### src/rtl/us_sched_pkg.sv
// Shared constants for the microsecond alarm scheduler: register map,
// CH_CTRL bit positions and the per-channel state encoding.
package us_sched_pkg;

  localparam logic [3:0] ADDR_TIME_LO = 4'd0;
  localparam logic [3:0] ADDR_TIME_HI = 4'd1;
  localparam logic [3:0] ADDR_PEND    = 4'd2;
  localparam logic [3:0] ADDR_MASK    = 4'd3;
  localparam logic [3:0] ADDR_CH_BASE = 4'd4;

  localparam int unsigned CTRL_ARM = 0;
  localparam int unsigned CTRL_PER = 1;

  localparam int unsigned IO_W   = 16;
  localparam int unsigned TIME_W = 32;

  typedef enum logic {
    ST_IDLE  = 1'b0,
    ST_ARMED = 1'b1
  } ch_state_e;

endpackage

### src/rtl/us_alarm_chan.sv
// One alarm channel: IDLE/ARMED state, 16-bit microsecond down counter and
// a combinational fire pulse on the tick that expires the count.
module us_alarm_chan
  import us_sched_pkg::*;
(
  input  logic        clk,
  input  logic        rst,
  input  logic        tick,
  input  logic        ctrl_wr,
  input  logic        arm_bit,
  input  logic        per_bit,
  input  logic [15:0] period,
  output logic        armed,
  output logic        periodic,
  output logic        fire_c
);

  ch_state_e   state;
  logic [15:0] cnt;

  assign armed  = (state == ST_ARMED);
  // A control write in the same cycle pre-empts the tick, so it also pre-empts the fire.
  assign fire_c = (state == ST_ARMED) && tick && (cnt == 16'd1) && !ctrl_wr;

  always_ff @(posedge clk or posedge rst) begin
    if (rst) begin
      state    <= ST_IDLE;
      cnt      <= '0;
      periodic <= 1'b0;
    end else if (ctrl_wr) begin
      periodic <= per_bit;
      if (arm_bit && (period != 16'd0)) begin
        state <= ST_ARMED;
        cnt   <= period;
      end else begin
        state <= ST_IDLE;
      end
    end else if ((state == ST_ARMED) && tick) begin
      if (cnt == 16'd1) begin
        if (periodic) cnt <= period;
        else          state <= ST_IDLE;
      end else begin
        cnt <= cnt - 16'd1;
      end
    end
  end

endmodule

### src/rtl/us_alarm_sched.sv
// Microsecond time base with NCH alarm channels on the 16-bit I/O bus.
// Optional US_TIME_LATCH_EN: a TIME_LO read latches time[31:16] for TIME_HI.
module us_alarm_sched
  import us_sched_pkg::*;
#(
  parameter int unsigned MHz = 25,
  parameter int unsigned NCH = 4
) (
  input  logic        clk,
  input  logic        rst,
  input  logic [3:0]  io_addr,
  input  logic        io_wr,
  input  logic        io_rd,
  input  logic [15:0] io_din,
  output logic [15:0] io_dout,
  output logic        tick_us,
  output logic        irq
);

  localparam int unsigned DIV_W = 6;

  logic [DIV_W-1:0]           div;
  logic [TIME_W-1:0]          time_q;
  logic [NCH-1:0]             pend;
  logic [NCH-1:0]             mask;
  logic [NCH-1:0]             fire;
  logic [NCH-1:0]             armed;
  logic [NCH-1:0]             periodic;
  logic [NCH-1:0][IO_W-1:0]   per_rd;
  logic [IO_W-1:0]            rd_data_c;
  logic                       pend_wr_c;

  // tick_us is registered one cycle early so it is high exactly while div==MHz-1.
  always_ff @(posedge clk or posedge rst) begin
    if (rst) begin
      div     <= '0;
      tick_us <= 1'b0;
      time_q  <= '0;
    end else begin
      tick_us <= (div == DIV_W'(MHz - 2));
      div     <= (div == DIV_W'(MHz - 1)) ? '0 : div + DIV_W'(1);
      if (tick_us) time_q <= time_q + TIME_W'(1);
    end
  end

`ifdef US_TIME_LATCH_EN
  logic [15:0] time_hi_shadow;

  always_ff @(posedge clk or posedge rst) begin
    if (rst)                                  time_hi_shadow <= '0;
    else if (io_rd && io_addr == ADDR_TIME_LO) time_hi_shadow <= time_q[31:16];
  end
`endif

  for (genvar c = 0; c < NCH; c++) begin : g_ch
    localparam logic [3:0] ADDR_PER = ADDR_CH_BASE + 4'(2 * c);
    localparam logic [3:0] ADDR_CTL = ADDR_PER + 4'd1;

    logic [15:0] period_q;

    always_ff @(posedge clk or posedge rst) begin
      if (rst)                              period_q <= '0;
      else if (io_wr && io_addr == ADDR_PER) period_q <= io_din;
    end

    assign per_rd[c] = period_q;

    us_alarm_chan u_chan (
      .clk      (clk),
      .rst      (rst),
      .tick     (tick_us),
      .ctrl_wr  (io_wr && io_addr == ADDR_CTL),
      .arm_bit  (io_din[CTRL_ARM]),
      .per_bit  (io_din[CTRL_PER]),
      .period   (period_q),
      .armed    (armed[c]),
      .periodic (periodic[c]),
      .fire_c   (fire[c])
    );
  end

  // Read mux sees pre-write state, so a simultaneous write never leaks into the read.
  always_comb begin
    rd_data_c = '0;
    case (io_addr)
      ADDR_TIME_LO: rd_data_c = time_q[15:0];
`ifdef US_TIME_LATCH_EN
      ADDR_TIME_HI: rd_data_c = time_hi_shadow;
`else
      ADDR_TIME_HI: rd_data_c = time_q[31:16];
`endif
      ADDR_PEND:    rd_data_c = IO_W'(pend);
      ADDR_MASK:    rd_data_c = IO_W'(mask);
      default: begin
        for (int c = 0; c < NCH; c++) begin
          if (io_addr == ADDR_CH_BASE + 4'(2 * c))        rd_data_c = per_rd[c];
          if (io_addr == ADDR_CH_BASE + 4'(2 * c) + 4'd1) rd_data_c = IO_W'({periodic[c], armed[c]});
        end
      end
    endcase
  end

  assign pend_wr_c = io_wr && (io_addr == ADDR_PEND);

  // A fire in the same cycle as its write-1-to-clear keeps the bit set.
  always_ff @(posedge clk or posedge rst) begin
    if (rst) begin
      pend    <= '0;
      mask    <= '0;
      irq     <= 1'b0;
      io_dout <= '0;
    end else begin
      irq <= |(pend & mask);
      if (pend_wr_c) pend <= (pend & ~io_din[NCH-1:0]) | fire;
      else           pend <= pend | fire;
      if (io_wr && io_addr == ADDR_MASK) mask <= io_din[NCH-1:0];
      if (io_rd) io_dout <= rd_data_c;
    end
  end

endmodule

### config.mk
export PLATFORM = sky130hd
export DESIGN_NAME = us_alarm_sched
export DESIGN_NICKNAME = d
export VERILOG_FILES = /design/src/rtl/us_sched_pkg.sv /design/src/rtl/us_alarm_chan.sv /design/src/rtl/us_alarm_sched.sv
export SDC_FILE = /design/constraint.sdc
export NUM_CORES = 1
export LEC_CHECK = 0
export CAP_MARGIN = 20
export CELL_PAD_IN_SITES_DETAIL_PLACEMENT = 0
export CELL_PAD_IN_SITES_GLOBAL_PLACEMENT = 1
export CORE_MARGIN = 4
export CORE_UTILIZATION = 45
export DETAILED_ROUTE_END_ITERATION = 7
export HOLD_SLACK_MARGIN = 0.15
export PLACE_DENSITY = 0.75
export SLEW_MARGIN = 20
export SYNTH_ARGS = -nofsm -noshare
export SYNTH_HDL_FRONTEND = slang
export SYNTH_SLANG_ARGS = --single-unit
### constraint.sdc
create_clock -name clk -period 12.58 [get_ports clk]
set_input_delay 3.774 -clock clk [delete_from_list [all_inputs] [get_ports clk]]
set_output_delay 3.774 -clock clk [all_outputs]
set_load 0.03 [all_outputs]
; ---- Word level (Yosys, flattened, before mapping)
; Index checks and enable logic that the tools add are counted.
[word_totals]
elab_cells = 166
reg_bits = 200
input_bits = 24
output_inout_bits = 18
[op_classes]
mux = 51
n_reduce_logical = 52
eq_ne = 29
n_bitwise = 5
n_addsub = 6
[op_table]
columns = op, count
row1 = 16-bit 2-to-1 mux, 28
row2 = "16-bit by 1-bit == test with 1-bit output, second input constant", 4
row3 = 16-bit one-hot mux with 4 select lines, 1
row4 = 16-bit nonzero test, 4
row5 = "16-bit by 1-bit subtractor with 16-bit output, second input constant", 4
row6 = "32-bit by 1-bit adder with 32-bit output, second input constant", 1
row7 = 1-bit logical AND, 26
row8 = 3-bit AND reduction, 8
row9 = 1-bit 2-to-1 mux, 20
row10 = "4-bit by 3-bit == test with 1-bit output, second input constant", 4
row11 = "4-bit == test, second input constant", 4
row12 = 2-bit nonzero test, 8
row13 = "6-bit by 5-bit == test with 1-bit output, second input constant", 2
row14 = "3-bit by 1-bit != test with 1-bit output, second input constant", 4
row15 = 4-bit AND, 2
row16 = "4-bit by 2-bit == test with 1-bit output, second input constant", 2
row17 = "2-bit by 1-bit != test with 1-bit output, second input constant", 4
row18 = "2-bit != test, second input constant", 4
row19 = 4-bit OR, 2
row20 = "6-bit by 1-bit adder with 6-bit output, second input constant", 1
row21 = 6-bit 2-to-1 mux, 1
row22 = "4-bit by 1-bit == test with 1-bit output, second input constant", 1
row23 = 1-bit zero test, 4
row24 = 4-bit zero test, 1
row25 = other kinds (3), 3

; ---- Longest topological paths before layout
; Gate-level depths: netlist of run 1.
[depth]
depth_word = 10
ltp_mapped = 9
depth_no_buf = 7

; ---- By module
; From an unflattened synthesis of run 1, not the netlist that was laid out.
[hier_totals]
cells_unflattened = 1067
hier_area_um2 = 10976.8
[by_module_without_submodules]
columns = mod, cells_per_inst, area_per_inst_um2, n_inst, seq_area_each_um2
row1 = us_alarm_sched, 487, 6217.2, 1, 3203.1
row2 = us_alarm_chan, 145, 1189.9, 4, 450.4

; ---- Worst setup path after synthesis of run 1
; No wires, ideal clock.
[synth_path]
kind = input to register
startpoint = input port io_addr[1]
endpoint = register g_ch[2].u_chan.cnt[15]
path_slack_ps = 7184
required_time_ps = 12457
stages = 8
arrival_ps = 5274
path_buffers = 3
cell_sequence = buf_2 > and2b_1 > nand3_1 > o31ai_1 > buf_2 > buf_4 > o211ai_1 > o2bb2ai_1
[synth_between]
elab_chain_len = 4
[synth_rtl]
columns = element, line_no
row1 = "start, declared", us_alarm_sched.sv:11  ; input logic [3:0] io_addr,
row2 = 4-bit == test *, us_alarm_sched.sv:72  ; .ctrl_wr (io_wr && io_addr == ADDR_CTL),
row3 = 1-bit logical AND *, us_alarm_sched.sv:72
row4 = 3-bit by 1-bit != test with 1-bit output (no line) (tied with other cells), n/a
row5 = 3-bit AND reduction (no line), n/a
row6 = "end signal, assigned", us_alarm_chan.sv:34  ; cnt <= period;
row7 = "end signal, assigned", us_alarm_chan.sv:40  ; if (periodic) cnt <= period;
row8 = "end signal, assigned", us_alarm_chan.sv:43  ; cnt <= cnt - 16'd1;
row9 = "end, declared", us_alarm_chan.sv:19  ; logic [15:0] cnt;
; Mark *: on every way between the ends. The rest lies on a longest branch, timed or not.
; A chain may end at the register's enable or synchronous reset.

; ---- Final worst setup path of run 1
[layout_path]
startpoint = input port io_addr[1]
endpoint = register g_ch[3].period_q[13]
[layout_between]
elab_chain_len = 2
[layout_rtl]
columns = element, line_no
row1 = 4-bit == test, us_alarm_sched.sv:63  ; else if (io_wr && io_addr == ADDR_PER) period_q <= io_din;
row2 = 1-bit logical AND, us_alarm_sched.sv:63
row3 = "end signal, assigned", us_alarm_sched.sv:63
row4 = "end, declared", us_alarm_sched.sv:59  ; logic [15:0] period_q;
; No other way between the ends.

==> impl_metrics.prom, run 1 <==
# TYPE chip_impl_metric gauge
chip_impl_info{name="synth_flop_cell",value="sky130_fd_sc_hd__dfrtp_1"} 1
chip_impl_metric{name="boundaryPins",unit=""} 42
chip_impl_info{name="cts.root.buffer_cell",value="sky130_fd_sc_hd__clkbuf_16"} 1
chip_impl_metric{name="relSlewSlack",unit=""} 0.327
chip_impl_metric{name="cts_hold_buf",unit=""} 0
chip_impl_metric{name="worst_slew_pin_tran",unit="ps"} 1010
chip_impl_metric{name="rows",unit=""} 56
chip_impl_metric{name="synth_edf_count",unit=""} 0
chip_impl_metric{name="drtAntennaViolNets",unit=""} 0
chip_impl_metric{name="path_max_fanout",unit=""} 20
chip_impl_metric{name="synth_top_area_frac",unit=""} 0.464
chip_impl_metric{name="cts_post_setup_buffers_inserted",unit=""} 0
chip_impl_metric{name="final-hold-violation-count",unit=""} 0
chip_impl_info{name="hp-class",value="reg -> reg"} 1
chip_impl_metric{name="post_drt_via_cell_ratio",unit=""} 6.34
chip_impl_metric{name="cts_resized",unit=""} 0
chip_impl_metric{name="synth_compound_gate_area_share",unit=""} 0.161
chip_impl_metric{name="yosys-mux-area-fraction",unit=""} 0.125
chip_impl_metric{name="via_count_of_the_first_global_routing_pass",unit=""} 8353
chip_impl_metric{name="timing.max_cap.violations",unit=""} 0
chip_impl_metric{name="postSynth.asyncResetShare",unit=""} 1.00
chip_impl_info{name="main_combinational_cell_family_by_area_after_synthesis",value="simple AND/OR/NAND/NOR gates"} 1
chip_impl_info{name="yosys-top-cells-area",value="sky130_fd_sc_hd__dfrtp_1 46%, sky130_fd_sc_hd__mux2_2 7.2%, sky130_fd_sc_hd__mux2i_1 4.5%, sky130_fd_sc_hd__nand2_1 2.8%, sky130_fd_sc_hd__o211ai_1 2.6%"} 1
chip_impl_metric{name="synthAdderAreaFrac",unit=""} 0.0128
chip_impl_metric{name="area_overhead_vs_synth",unit="%"} 12.0
chip_impl_metric{name="insertedDiodeCount",unit=""} 0
chip_impl_metric{name="layout_min_cycle_time",unit="ps"} 6800
chip_impl_metric{name="synth.lib_cells_used.distinct",unit=""} 69
chip_impl_info{name="critical_path_type",value="in -> reg"} 1
chip_impl_metric{name="worstPathRequired",unit="ps"} 12890
chip_impl_metric{name="timing.fmax",unit="MHz"} 147
chip_impl_info{name="synth_top_cell_by_area",value="sky130_fd_sc_hd__dfrtp_1"} 1
chip_impl_metric{name="fin_worst_skew",unit="ps"} 13.7
chip_impl_metric{name="yosys_register_bits",unit=""} 200
chip_impl_metric{name="drc",unit=""} 22
chip_impl_metric{name="start_util",unit=""} 0.458
chip_impl_metric{name="leakage",unit="nW"} 5.12
chip_impl_metric{name="syn-cell-area",unit="um^2"} 10800
chip_impl_metric{name="grt-ovfl-total",unit=""} 0
chip_impl_metric{name="crit_path_dat",unit="ps"} 7110
chip_impl_info{name="grt_setup_unrepaired",value="no"} 1
chip_impl_metric{name="antenna_found_initial",unit=""} 1
chip_impl_metric{name="yosys.area_share.xor_xnor",unit=""} 0.0284
chip_impl_metric{name="hpwl",unit="mm"} 22.6
chip_impl_metric{name="maxSlewViolCount",unit=""} 0
chip_impl_metric{name="vias",unit=""} 8705
chip_impl_metric{name="finalSetupTns",unit="ps"} 0
chip_impl_metric{name="drive_above_1_share",unit=""} 0.128
chip_impl_metric{name="wirelength",unit="mm"} 32.1
chip_impl_metric{name="grt_pass1_wl",unit="mm"} 50.2
chip_impl_metric{name="final-setup-viol-count",unit=""} 0
chip_impl_metric{name="die_area",unit="um^2"} 26500
chip_impl_info{name="violations",value="DRC"} 1
chip_impl_metric{name="synthesis.nets",unit=""} 1060
chip_impl_metric{name="worst_setup_hold_path_clk_slew",unit="ps"} 70
chip_impl_metric{name="syn-mean-instance-area",unit="um^2"} 10.5
chip_impl_metric{name="grt_start_max_net_pins",unit=""} 144
chip_impl_metric{name="gr-usage-all-layers",unit=""} 0.245
chip_impl_metric{name="final_min_period_over_clock_period",unit=""} 0.541
chip_impl_metric{name="power",unit="mW"} 2.08
chip_impl_metric{name="cts_inserted_buffers",unit=""} 17
chip_impl_metric{name="number_of_buffer_cells_added_on_primary_ports",unit=""} 41
chip_impl_metric{name="clkLatencyLatePin",unit="ps"} 440
chip_impl_metric{name="clkSinkCount",unit=""} 200
chip_impl_metric{name="power_density",unit="nW/um^2"} 172
chip_impl_metric{name="dr.first_iter.drc_count",unit=""} 1141
chip_impl_metric{name="htree_levels",unit=""} 4
chip_impl_metric{name="ys.warnings.count",unit=""} 0
chip_impl_metric{name="core_area",unit="um^2"} 23500
chip_impl_info{name="outcome",value="complete, but fails checks"} 1
chip_impl_metric{name="synthCells",unit=""} 1025
chip_impl_metric{name="clk_path_buf_depth",unit=""} 2
chip_impl_info{name="critPathCaptureType",value="register"} 1
chip_impl_info{name="tritoncts",value="done"} 1
chip_impl_metric{name="synth_simple_gate_area_frac",unit=""} 0.175
chip_impl_metric{name="finalWeightedCongestion",unit=""} 0.950
chip_impl_info{name="worstPathCellList",value="clkdlybuf4s50_1 > nand2b_1 > nor2_1 > nand2_1 > mux2_2"} 1
chip_impl_info{name="worst_setup_path_start_kind",value="primary input"} 1
chip_impl_metric{name="post_drt_wl_per_cell",unit="um"} 23.4
chip_impl_metric{name="die_width",unit="um"} 163
chip_impl_metric{name="chipHeight",unit="um"} 163
chip_impl_metric{name="whs",unit="ps"} 471
chip_impl_metric{name="critical-path-max-stage-delay",unit="ps"} 1120
chip_impl_metric{name="synth-seq-area-share",unit=""} 0.464
chip_impl_info{name="cp_slowest_cell",value="sky130_fd_sc_hd__clkdlybuf4s50_1"} 1
chip_impl_metric{name="max-vdd-ir-drop",unit="V"} 0.0000888
chip_impl_metric{name="drt_pre_antenna_iters",unit=""} 8
chip_impl_metric{name="num-nets-final",unit=""} 1075
## sequential cells by signal, summed over array words and instances (netlist names)
register / count
pend: 4
irq: 1
mask: 4
g_ch.u_chan.armed: 4
time_q: 32
g_ch.u_chan.periodic: 4
div: 6
tick_us: 1
io_dout: 16
g_ch.u_chan.cnt: 64
g_ch.period_q: 64
## kinds of logic (layout without fill, tap and decap cells)
group	after synthesis	count (layout)
AND/OR/NAND/NOR	347	347
AO/OA/AOI/OAI	223	223
adder cells (fa/ha/maj)	11	11
multiplexers	121	121
buffers and inverters	88	116
flip-flops	200	200
XOR/XNOR	35	35
## worst max-delay path, delay by kind of cell
kind / cells / cell delay, ps
and+or+nand+nor: 3 / 1730
buffers and inverters: 1 / 1120
muxes: 1 / 470
## path summary, 6_finish.rpt
check	slack, ps	to	from	depth (start not counted)
worst max-delay path	5780	g_ch[3].period_q[13]	io_addr[1]	5
worst min-delay path	470	div[5]	div[5]	1
worst max register to register	9700	g_ch[0].u_chan.cnt[14]	g_ch[0].u_chan.cnt[6]	5
worst min register to register	470	div[5]	div[5]	1
max in group asynchronous	7450	g_ch[3].period_q[6]	rst	3
min in group asynchronous	3840	irq	rst	2
## cell type report
cell class,instances,area [um^2]
inverters,33,136
clock buffers,20,457
well taps,319,399
fillers,2186,11500
multi-input cells,737,5430
repair buffers,51,485
clock inverters,12,165
flip-flops and latches,200,5000
## per-layer routing
metal	up-vias	global-route usage	wire length (um)
met5	-	0	13
met4	2	0.0610	718
met3	53	0.0607	2380
met2	319	0.380	14900
met1	4376	0.346	14100
li1	3955	-	-
## where the power goes
part	total, mW	switching, mW	leakage [nW]	internal, mW
logic	0.590	0.335	2.30	0.255
clock network	0.580	0.253	0.293	0.327
registers	0.906	0.156	2.53	0.749
total	2.08	0.744	5.12	1.33
## synthesized netlist by cell type (3+ instances only)
master	n
sky130_fd_sc_hd__o21ai_0	11
sky130_fd_sc_hd__and2_1	8
sky130_fd_sc_hd__nor4_1	31
sky130_fd_sc_hd__buf_4	3
sky130_fd_sc_hd__nand3_1	37
sky130_fd_sc_hd__a32o_1	3
sky130_fd_sc_hd__nand3b_1	5
sky130_fd_sc_hd__nor4b_1	5
sky130_fd_sc_hd__ha_1	11
sky130_fd_sc_hd__a211oi_1	21
sky130_fd_sc_hd__o211ai_1	37
sky130_fd_sc_hd__o22ai_1	13
sky130_fd_sc_hd__nor2b_1	6
sky130_fd_sc_hd__xnor2_1	22
sky130_fd_sc_hd__nor3_1	37
sky130_fd_sc_hd__a2bb2oi_1	19
sky130_fd_sc_hd__a21oi_1	14
sky130_fd_sc_hd__and4_1	7
sky130_fd_sc_hd__nor4_2	7
sky130_fd_sc_hd__mux2i_1	48
sky130_fd_sc_hd__nand2b_1	6
sky130_fd_sc_hd__nand4_1	20
sky130_fd_sc_hd__a21o_1	4
sky130_fd_sc_hd__nand2_1	79
sky130_fd_sc_hd__buf_2	15
sky130_fd_sc_hd__a222oi_1	24
sky130_fd_sc_hd__nor3b_1	4
sky130_fd_sc_hd__clkbuf_1	34
sky130_fd_sc_hd__or3_1	6
sky130_fd_sc_hd__nor2_1	61
sky130_fd_sc_hd__a22oi_1	7
sky130_fd_sc_hd__o2bb2ai_1	30
sky130_fd_sc_hd__mux2_2	69
sky130_fd_sc_hd__inv_1	33
sky130_fd_sc_hd__dfrtp_1	200
sky130_fd_sc_hd__mux4_2	4
sky130_fd_sc_hd__a31oi_1	19
sky130_fd_sc_hd__and3_1	12
sky130_fd_sc_hd__a22o_1	3
sky130_fd_sc_hd__xor2_1	13
## stage by stage
step	area [um^2]	utilization	setup slack (ps)	instances
global placement	11400	0.486	5460	1340
floorplan	10800	-	3350	1025
finish	12100	0.513	5780	1372
global route	12100	0.513	5610	1372
detailed placement	11400	0.486	5440	1340
CTS	12100	0.512	5910	1372
## layout by cell type (no fill, tap or decap), types with 4 or more instances in the layout
cell type | synthesis | final
sky130_fd_sc_hd__a211oi_1 | 21 | 21
sky130_fd_sc_hd__a21o_1 | 4 | 4
sky130_fd_sc_hd__a21oi_1 | 14 | 13
sky130_fd_sc_hd__a222oi_1 | 24 | 24
sky130_fd_sc_hd__a22oi_1 | 7 | 7
sky130_fd_sc_hd__a2bb2oi_1 | 19 | 19
sky130_fd_sc_hd__a31oi_1 | 19 | 19
sky130_fd_sc_hd__and2_1 | 8 | 8
sky130_fd_sc_hd__and3_1 | 12 | 12
sky130_fd_sc_hd__and4_1 | 7 | 7
sky130_fd_sc_hd__buf_4 | 3 | 10
sky130_fd_sc_hd__clkbuf_16 | 0 | 17
sky130_fd_sc_hd__clkdlybuf4s50_1 | 0 | 41
sky130_fd_sc_hd__clkinvlp_4 | 0 | 4
sky130_fd_sc_hd__dfrtp_1 | 200 | 200
sky130_fd_sc_hd__ha_1 | 11 | 11
sky130_fd_sc_hd__inv_1 | 33 | 32
sky130_fd_sc_hd__mux2_2 | 69 | 69
sky130_fd_sc_hd__mux2i_1 | 48 | 48
sky130_fd_sc_hd__mux4_2 | 4 | 4
sky130_fd_sc_hd__nand2_1 | 79 | 79
sky130_fd_sc_hd__nand2b_1 | 6 | 6
sky130_fd_sc_hd__nand3_1 | 37 | 37
sky130_fd_sc_hd__nand3b_1 | 5 | 5
sky130_fd_sc_hd__nand4_1 | 20 | 20
sky130_fd_sc_hd__nor2_1 | 61 | 61
sky130_fd_sc_hd__nor2b_1 | 6 | 6
sky130_fd_sc_hd__nor3_1 | 37 | 37
sky130_fd_sc_hd__nor3b_1 | 4 | 4
sky130_fd_sc_hd__nor4_1 | 31 | 30
sky130_fd_sc_hd__nor4_2 | 7 | 7
sky130_fd_sc_hd__nor4b_1 | 5 | 5
sky130_fd_sc_hd__o211ai_1 | 37 | 37
sky130_fd_sc_hd__o21ai_0 | 11 | 11
sky130_fd_sc_hd__o22ai_1 | 13 | 13
sky130_fd_sc_hd__o2bb2ai_1 | 30 | 30
sky130_fd_sc_hd__or3_1 | 6 | 6
sky130_fd_sc_hd__xnor2_1 | 22 | 22
sky130_fd_sc_hd__xor2_1 | 13 | 13
No activity file was read; power rests on OpenSTA's default activity.
==> run 2: changes to the inputs <==
clock period = 6.8 ns   (was 12.58 ns; I/O delays follow)
==> impl_metrics.prom, run 2 (synthesized netlist as in run 1, its figures left out) <==
# TYPE chip_impl_metric gauge
chip_impl_metric{name="switching_power",unit="mW"} 1.41
chip_impl_metric{name="start_util",unit=""} 0.458
chip_impl_metric{name="final-hold-violation-count",unit=""} 0
chip_impl_metric{name="relSlewSlack",unit=""} 0.316
chip_impl_metric{name="cts_hold_buf",unit=""} 0
chip_impl_metric{name="gr-usage-all-layers",unit=""} 0.248
chip_impl_metric{name="power.sequential.fraction",unit=""} 0.441
chip_impl_metric{name="rows",unit=""} 56
chip_impl_info{name="final_common_cell",value="sky130_fd_sc_hd__dfrtp_1"} 1
chip_impl_metric{name="drt_pre_antenna_iters",unit=""} 7
chip_impl_metric{name="antenna_found_initial",unit=""} 1
chip_impl_metric{name="grt_start_max_net_pins",unit=""} 177
chip_impl_metric{name="maxSlewViolCount",unit=""} 0
chip_impl_metric{name="insertedDiodeCount",unit=""} 0
chip_impl_metric{name="clk_path_buf_depth",unit=""} 2
chip_impl_metric{name="crit_path_dat",unit="ps"} 5420
chip_impl_info{name="critPathCaptureType",value="register"} 1
chip_impl_metric{name="max-vdd-ir-drop",unit="V"} 0.000168
chip_impl_metric{name="drc",unit=""} 0
chip_impl_metric{name="timing.max_cap.violations",unit=""} 0
chip_impl_metric{name="worst_setup_hold_path_clk_slew",unit="ps"} 80
chip_impl_metric{name="power_density",unit="nW/um^2"} 315
chip_impl_metric{name="worstPathRequired",unit="ps"} 7130
chip_impl_metric{name="clkSinkCount",unit=""} 200
chip_impl_metric{name="drtAntennaViolNets",unit=""} 0
chip_impl_metric{name="cts_post_setup_buffers_inserted",unit=""} 0
chip_impl_metric{name="finalWeightedCongestion",unit=""} 0.950
chip_impl_metric{name="finalSetupTns",unit="ps"} 0
chip_impl_metric{name="cts_resized",unit=""} 0
chip_impl_metric{name="worst_path_setup_slack_after_routing",unit="ps"} 1710
chip_impl_metric{name="vias",unit=""} 8627
chip_impl_metric{name="post_drt_wl_per_cell",unit="um"} 23.6
chip_impl_metric{name="timing.fmax",unit="MHz"} 196
chip_impl_metric{name="grt_pass1_wl",unit="mm"} 50.8
chip_impl_info{name="critical_path_type",value="in -> reg"} 1
chip_impl_metric{name="clkLatencyLatePin",unit="ps"} 440
chip_impl_metric{name="combinationalPowerShare",unit=""} 0.290
chip_impl_info{name="regs_by_ff_count",value="g_ch.period_q x64, g_ch.u_chan.cnt x64, time_q x32"} 1
chip_impl_metric{name="pwr-share-clk",unit=""} 0.269
chip_impl_metric{name="layout_min_cycle_time",unit="ps"} 5090
chip_impl_metric{name="chipHeight",unit="um"} 163
chip_impl_metric{name="num-nets-final",unit=""} 1078
chip_impl_metric{name="multi_input_combinational_cell_area",unit="um^2"} 5430
chip_impl_metric{name="fillers",unit=""} 2209
chip_impl_metric{name="die_area",unit="um^2"} 26500
chip_impl_metric{name="core_area",unit="um^2"} 23500
chip_impl_metric{name="switching_share",unit=""} 0.371
chip_impl_metric{name="grt-ovfl-total",unit=""} 0
chip_impl_metric{name="path_max_fanout",unit=""} 20
chip_impl_metric{name="dr.first_iter.drc_count",unit=""} 868
chip_impl_metric{name="area_overhead_vs_synth",unit="%"} 11.9
chip_impl_metric{name="whs",unit="ps"} 477
chip_impl_info{name="tritoncts",value="done"} 1
chip_impl_info{name="worst_setup_path_start_kind",value="primary input"} 1
chip_impl_metric{name="leakage",unit="nW"} 5.13
chip_impl_metric{name="via_count_of_the_first_global_routing_pass",unit=""} 8388
chip_impl_metric{name="worst_slew_pin_tran",unit="ps"} 1020
chip_impl_metric{name="final_min_period_over_clock_period",unit=""} 0.749
chip_impl_metric{name="die_width",unit="um"} 163
chip_impl_metric{name="number_of_buffer_cells_added_on_primary_ports",unit=""} 41
chip_impl_info{name="grt_setup_unrepaired",value="no"} 1
chip_impl_metric{name="hpwl",unit="mm"} 22.8
chip_impl_metric{name="post_drt_via_cell_ratio",unit=""} 6.27
chip_impl_metric{name="fin_worst_skew",unit="ps"} 11.4
chip_impl_info{name="cts.root.buffer_cell",value="sky130_fd_sc_hd__clkbuf_16"} 1
chip_impl_info{name="hp-class",value="reg -> reg"} 1
chip_impl_metric{name="cts_inserted_buffers",unit=""} 17
chip_impl_metric{name="drive_above_1_share",unit=""} 0.133
chip_impl_metric{name="r2r.worst_path.cells",unit=""} 8
chip_impl_metric{name="boundaryPins",unit=""} 42
chip_impl_metric{name="power_report.internal_total",unit="mW"} 2.39
chip_impl_metric{name="final-setup-viol-count",unit=""} 0
chip_impl_metric{name="seq_area",unit="um^2"} 5000
chip_impl_metric{name="htree_levels",unit=""} 4
chip_impl_metric{name="worstHoldPathCells",unit=""} 1
chip_impl_info{name="outcome",value="completed"} 1
chip_impl_metric{name="finalCoreUtilization",unit=""} 0.512
chip_impl_metric{name="dp_worst_setup_slack",unit="ps"} 1300
chip_impl_metric{name="wirelength",unit="mm"} 32.5
chip_impl_info{name="final_cell_mix",value="200 x sky130_fd_sc_hd__dfrtp_1, 79 x sky130_fd_sc_hd__nand2_1, 69 x sky130_fd_sc_hd__mux2_2, 61 x sky130_fd_sc_hd__nor2_1, 48 x sky130_fd_sc_hd__mux2i_1"} 1
-- run 2: area by class of cell --
type                       instances  area share
tap                              319      0.0331
clock inverter                    14      0.0117
inverter                          33      0.0106
clock buffer                      18      0.0364
multi-input combinational        737       0.450
timing repair buffer              54      0.0428
sequential                       200       0.415
-- run 2: path summary, 6_finish.rpt --
| path | from | endpoint | slack (ps) |
|---|---|---|---|
| max in group asynchronous | rst | time_q[5] | 3460 |
| min reg2reg | div[5] | div[5] | 480 |
| max | io_addr[1] | g_ch[1].u_chan.cnt[1] | 1710 |
| min | div[5] | div[5] | 480 |
| min in group asynchronous | rst | irq | 2020 |
| max reg2reg | g_ch[2].u_chan.cnt[1] | g_ch[2].u_chan.cnt[1] | 3990 |
-- run 2: power groups by stage --
stage                     sequential, mW  combinational, mW  clock (mW)
final                               1.67               1.10        1.02
after detailed placement            1.69               1.10           0
after CTS                           1.67               1.10        1.04
after global placement              1.69               1.08           0
after floorplan                     1.58              0.874           0
after global routing                1.70               1.23        1.09
-- run 2: layer usage --
layer / track usage / wire length, um / vias up
met2: 0.383 / 14900 / 280
met3: 0.0506 / 1960 / 56
met5: 0 / 0 / -
met1: 0.351 / 14700 / 4335
met4: 0.0858 / 960 / 0
li1: - / - / 3956
-- run 2: through the flow --
| step | power, mW | area, um^2 | instances |
|---|---|---|---|
| finish | 3.80 | 12100 | 1375 |
| global route | 4.01 | 12100 | 1375 |
| CTS | 3.81 | 12100 | 1375 |
| detailed placement | 2.79 | 11500 | 1343 |
| global placement | 2.77 | 11500 | 1343 |
| floorplan | 2.46 | 10800 | 1025 |
-- run 2: worst max-delay path, stage by stage --
cell,delay (ps)
sky130_fd_sc_hd__clkdlybuf4s50_1,930
sky130_fd_sc_hd__and3_1,500
sky130_fd_sc_hd__nand2_1,410
sky130_fd_sc_hd__or4b_1,830
sky130_fd_sc_hd__nand2_4,330
sky130_fd_sc_hd__mux2_2,360
==> run 3: changes to the inputs <==
clock period = 5.1 ns   (was 6.8 ns; I/O delays follow)
==> impl_metrics.prom, run 3 (synthesized netlist as in run 1, its figures left out) <==
# TYPE chip_impl_metric gauge
chip_impl_metric{name="worst_setup_hold_path_clk_slew",unit="ps"} 70
chip_impl_metric{name="fillers",unit=""} 2168
chip_impl_info{name="cp_slowest_cell",value="sky130_fd_sc_hd__nor2_1"} 1
chip_impl_metric{name="gr-usage-all-layers",unit=""} 0.252
chip_impl_metric{name="final-hold-violation-count",unit=""} 0
chip_impl_info{name="critPathCaptureType",value="register"} 1
chip_impl_metric{name="cts_post_setup_buffers_inserted",unit=""} 0
chip_impl_metric{name="critical_path.n_buffers_inverters",unit=""} 1
chip_impl_metric{name="die_width",unit="um"} 163
chip_impl_metric{name="seq_area",unit="um^2"} 5000
chip_impl_info{name="worstPathCellList",value="clkdlybuf4s50_1 > nand2b_1 > nor2_1 > nand2_1 > mux2_2"} 1
chip_impl_metric{name="htree_levels",unit=""} 4
chip_impl_metric{name="combinationalPowerShare",unit=""} 0.284
chip_impl_metric{name="power",unit="mW"} 5.20
chip_impl_metric{name="post_drt_wl_per_cell",unit="um"} 23.5
chip_impl_metric{name="timing.fmax",unit="MHz"} 232
chip_impl_info{name="regs_by_ff_count",value="g_ch.period_q x64, g_ch.u_chan.cnt x64, time_q x32"} 1
chip_impl_metric{name="switching_share",unit=""} 0.359
chip_impl_metric{name="number_of_buffer_cells_added_on_primary_ports",unit=""} 41
chip_impl_metric{name="drc",unit=""} 0
chip_impl_metric{name="power.sequential.fraction",unit=""} 0.432
chip_impl_metric{name="cts_resized",unit=""} 0
chip_impl_metric{name="chipHeight",unit="um"} 163
chip_impl_metric{name="leakage",unit="nW"} 5.22
chip_impl_metric{name="rows",unit=""} 56
chip_impl_info{name="worst_setup_path_start_kind",value="primary input"} 1
chip_impl_metric{name="relSlewSlack",unit=""} 0.356
chip_impl_info{name="cts.root.buffer_cell",value="sky130_fd_sc_hd__clkbuf_16"} 1
chip_impl_metric{name="num-nets-final",unit=""} 1091
chip_impl_info{name="hp-class",value="reg -> reg"} 1
chip_impl_metric{name="finalSetupTns",unit="ps"} 0
chip_impl_metric{name="grt_start_max_net_pins",unit=""} 59
chip_impl_metric{name="final_min_period_over_clock_period",unit=""} 0.846
chip_impl_metric{name="area_overhead_vs_synth",unit="%"} 13.4
chip_impl_metric{name="antenna_found_initial",unit=""} 2
chip_impl_metric{name="hpwl",unit="mm"} 23.1
chip_impl_info{name="outcome",value="completed"} 1
chip_impl_metric{name="clkSinkCount",unit=""} 200
chip_impl_metric{name="die_area",unit="um^2"} 26500
chip_impl_metric{name="via_count_of_the_first_global_routing_pass",unit=""} 8603
chip_impl_metric{name="start_util",unit=""} 0.458
chip_impl_metric{name="grt-ovfl-total",unit=""} 0
chip_impl_metric{name="worst_slew_pin_tran",unit="ps"} 962
chip_impl_metric{name="layout_min_cycle_time",unit="ps"} 4310
chip_impl_info{name="critical_path_type",value="in -> reg"} 1
chip_impl_metric{name="worstPathRequired",unit="ps"} 5420
chip_impl_metric{name="insertedDiodeCount",unit=""} 0
chip_impl_metric{name="cts_inserted_buffers",unit=""} 17
chip_impl_info{name="final_common_cell",value="sky130_fd_sc_hd__dfrtp_1"} 1
chip_impl_metric{name="clk_path_buf_depth",unit=""} 2
chip_impl_metric{name="grt_pass1_wl",unit="mm"} 51.6
chip_impl_metric{name="final-setup-viol-count",unit=""} 0
chip_impl_metric{name="boundaryPins",unit=""} 42
chip_impl_metric{name="drtAntennaViolNets",unit=""} 0
chip_impl_metric{name="crit_path_dat",unit="ps"} 4630
chip_impl_info{name="final_cell_mix",value="200 x sky130_fd_sc_hd__dfrtp_1, 79 x sky130_fd_sc_hd__nand2_1, 69 x sky130_fd_sc_hd__mux2_2, 61 x sky130_fd_sc_hd__nor2_1, 48 x sky130_fd_sc_hd__mux2i_1"} 1
chip_impl_metric{name="finalWeightedCongestion",unit=""} 0.944
chip_impl_metric{name="vias",unit=""} 8770
chip_impl_metric{name="dr.first_iter.drc_count",unit=""} 1093
chip_impl_metric{name="pwr-share-clk",unit=""} 0.283
chip_impl_metric{name="post_drt_via_cell_ratio",unit=""} 6.32
chip_impl_metric{name="path_max_fanout",unit=""} 17
chip_impl_info{name="grt_setup_unrepaired",value="no"} 1
chip_impl_metric{name="critical-path-max-stage-delay",unit="ps"} 790
chip_impl_metric{name="clkLatencyLatePin",unit="ps"} 440
chip_impl_metric{name="power_density",unit="nW/um^2"} 425
chip_impl_metric{name="power_report.internal_total",unit="mW"} 3.33
chip_impl_metric{name="drive_above_1_share",unit=""} 0.140
chip_impl_metric{name="drt_pre_antenna_iters",unit=""} 8
chip_impl_metric{name="cts_hold_buf",unit=""} 0
chip_impl_metric{name="fin_worst_skew",unit="ps"} 9.57
chip_impl_metric{name="maxSlewViolCount",unit=""} 0
chip_impl_metric{name="core_area",unit="um^2"} 23500
chip_impl_metric{name="multi_input_combinational_cell_area",unit="um^2"} 5420
chip_impl_info{name="crit_family",value="simple AND/OR/NAND/NOR gates"} 1
chip_impl_metric{name="timing.max_cap.violations",unit=""} 0
chip_impl_metric{name="switching_power",unit="mW"} 1.86
chip_impl_metric{name="max-vdd-ir-drop",unit="V"} 0.000187
chip_impl_info{name="tritoncts",value="done"} 1
chip_impl_metric{name="wirelength",unit="mm"} 32.6
[run 3: changes by cell type in the layout (fill, tap and decap cells not counted)]
cell / change
sky130_fd_sc_hd__buf_4: +11
sky130_fd_sc_hd__clkbuf_8: +4
sky130_fd_sc_hd__buf_12: +2
sky130_fd_sc_hd__bufinv_16: +2
sky130_fd_sc_hd__clkinv_2: -2
sky130_fd_sc_hd__clkinv_4: -2
sky130_fd_sc_hd__inv_6: -2
sky130_fd_sc_hd__inv_8: -2
sky130_fd_sc_hd__buf_2: -1
sky130_fd_sc_hd__clkbuf_1: +1
sky130_fd_sc_hd__clkdlybuf4s50_1: +1
sky130_fd_sc_hd__nor4_2: +1
sky130_fd_sc_hd__nor4_4: -1
[run 3: per-layer routing]
layer,GRT usage,part of all wire,wire length [um],vias up
met5,0,0,0,-
met4,0.0682,0.021,680,0
met3,0.0562,0.078,2550,45
met2,0.382,0.45,14600,348
met1,0.367,0.45,14800,4385
li1,-,-,-,3992
[run 3: power by group through the flow]
stage / logic [mW] / clock network, mW / registers (mW)
floorplan: 1.17 / 0 / 2.11
global placement: 1.46 / 0 / 2.26
detailed placement: 1.47 / 0 / 2.27
CTS: 1.48 / 1.49 / 2.24
global route: 1.65 / 1.55 / 2.28
finish: 1.48 / 1.47 / 2.25
[run 3: final timing paths]
kind                                  startpoint                     to  slack (ps)  depth (start not counted)
setup / recovery                      io_addr[3]    g_ch[1].period_q[5]         790                          5
hold / removal                            div[5]                 div[5]         460                          1
setup reg to reg           g_ch[2].u_chan.cnt[1]  g_ch[2].u_chan.cnt[1]        2080                          8
hold reg to reg                           div[5]                 div[5]         460                          1
max in group asynchronous                    rst   g_ch[2].u_chan.armed        2730                          4
min in group asynchronous                    rst                    irq        1410                          2
[run 3: per-stage QoR]
stage	hold slack [ps]	worst slack (ps)	cell area [um^2]	cells	util
after floorplan	437	982	10800	1025	-
after global placement	457	518	11600	1355	0.492
after detailed placement	460	450	11600	1355	0.492
after CTS	474	885	12200	1386	0.519
after global routing	495	633	12200	1387	0.519
final	464	786	12200	1387	0.519
[run 3: final cells by class]
class,count,share of cell area
clock buffers,23,0.0407
clock inverters,8,0.0109
inverters,33,0.0104
multi-input cells,737,0.443
flip-flops and latches,200,0.409
well taps,319,0.0326
repair buffers,67,0.0526
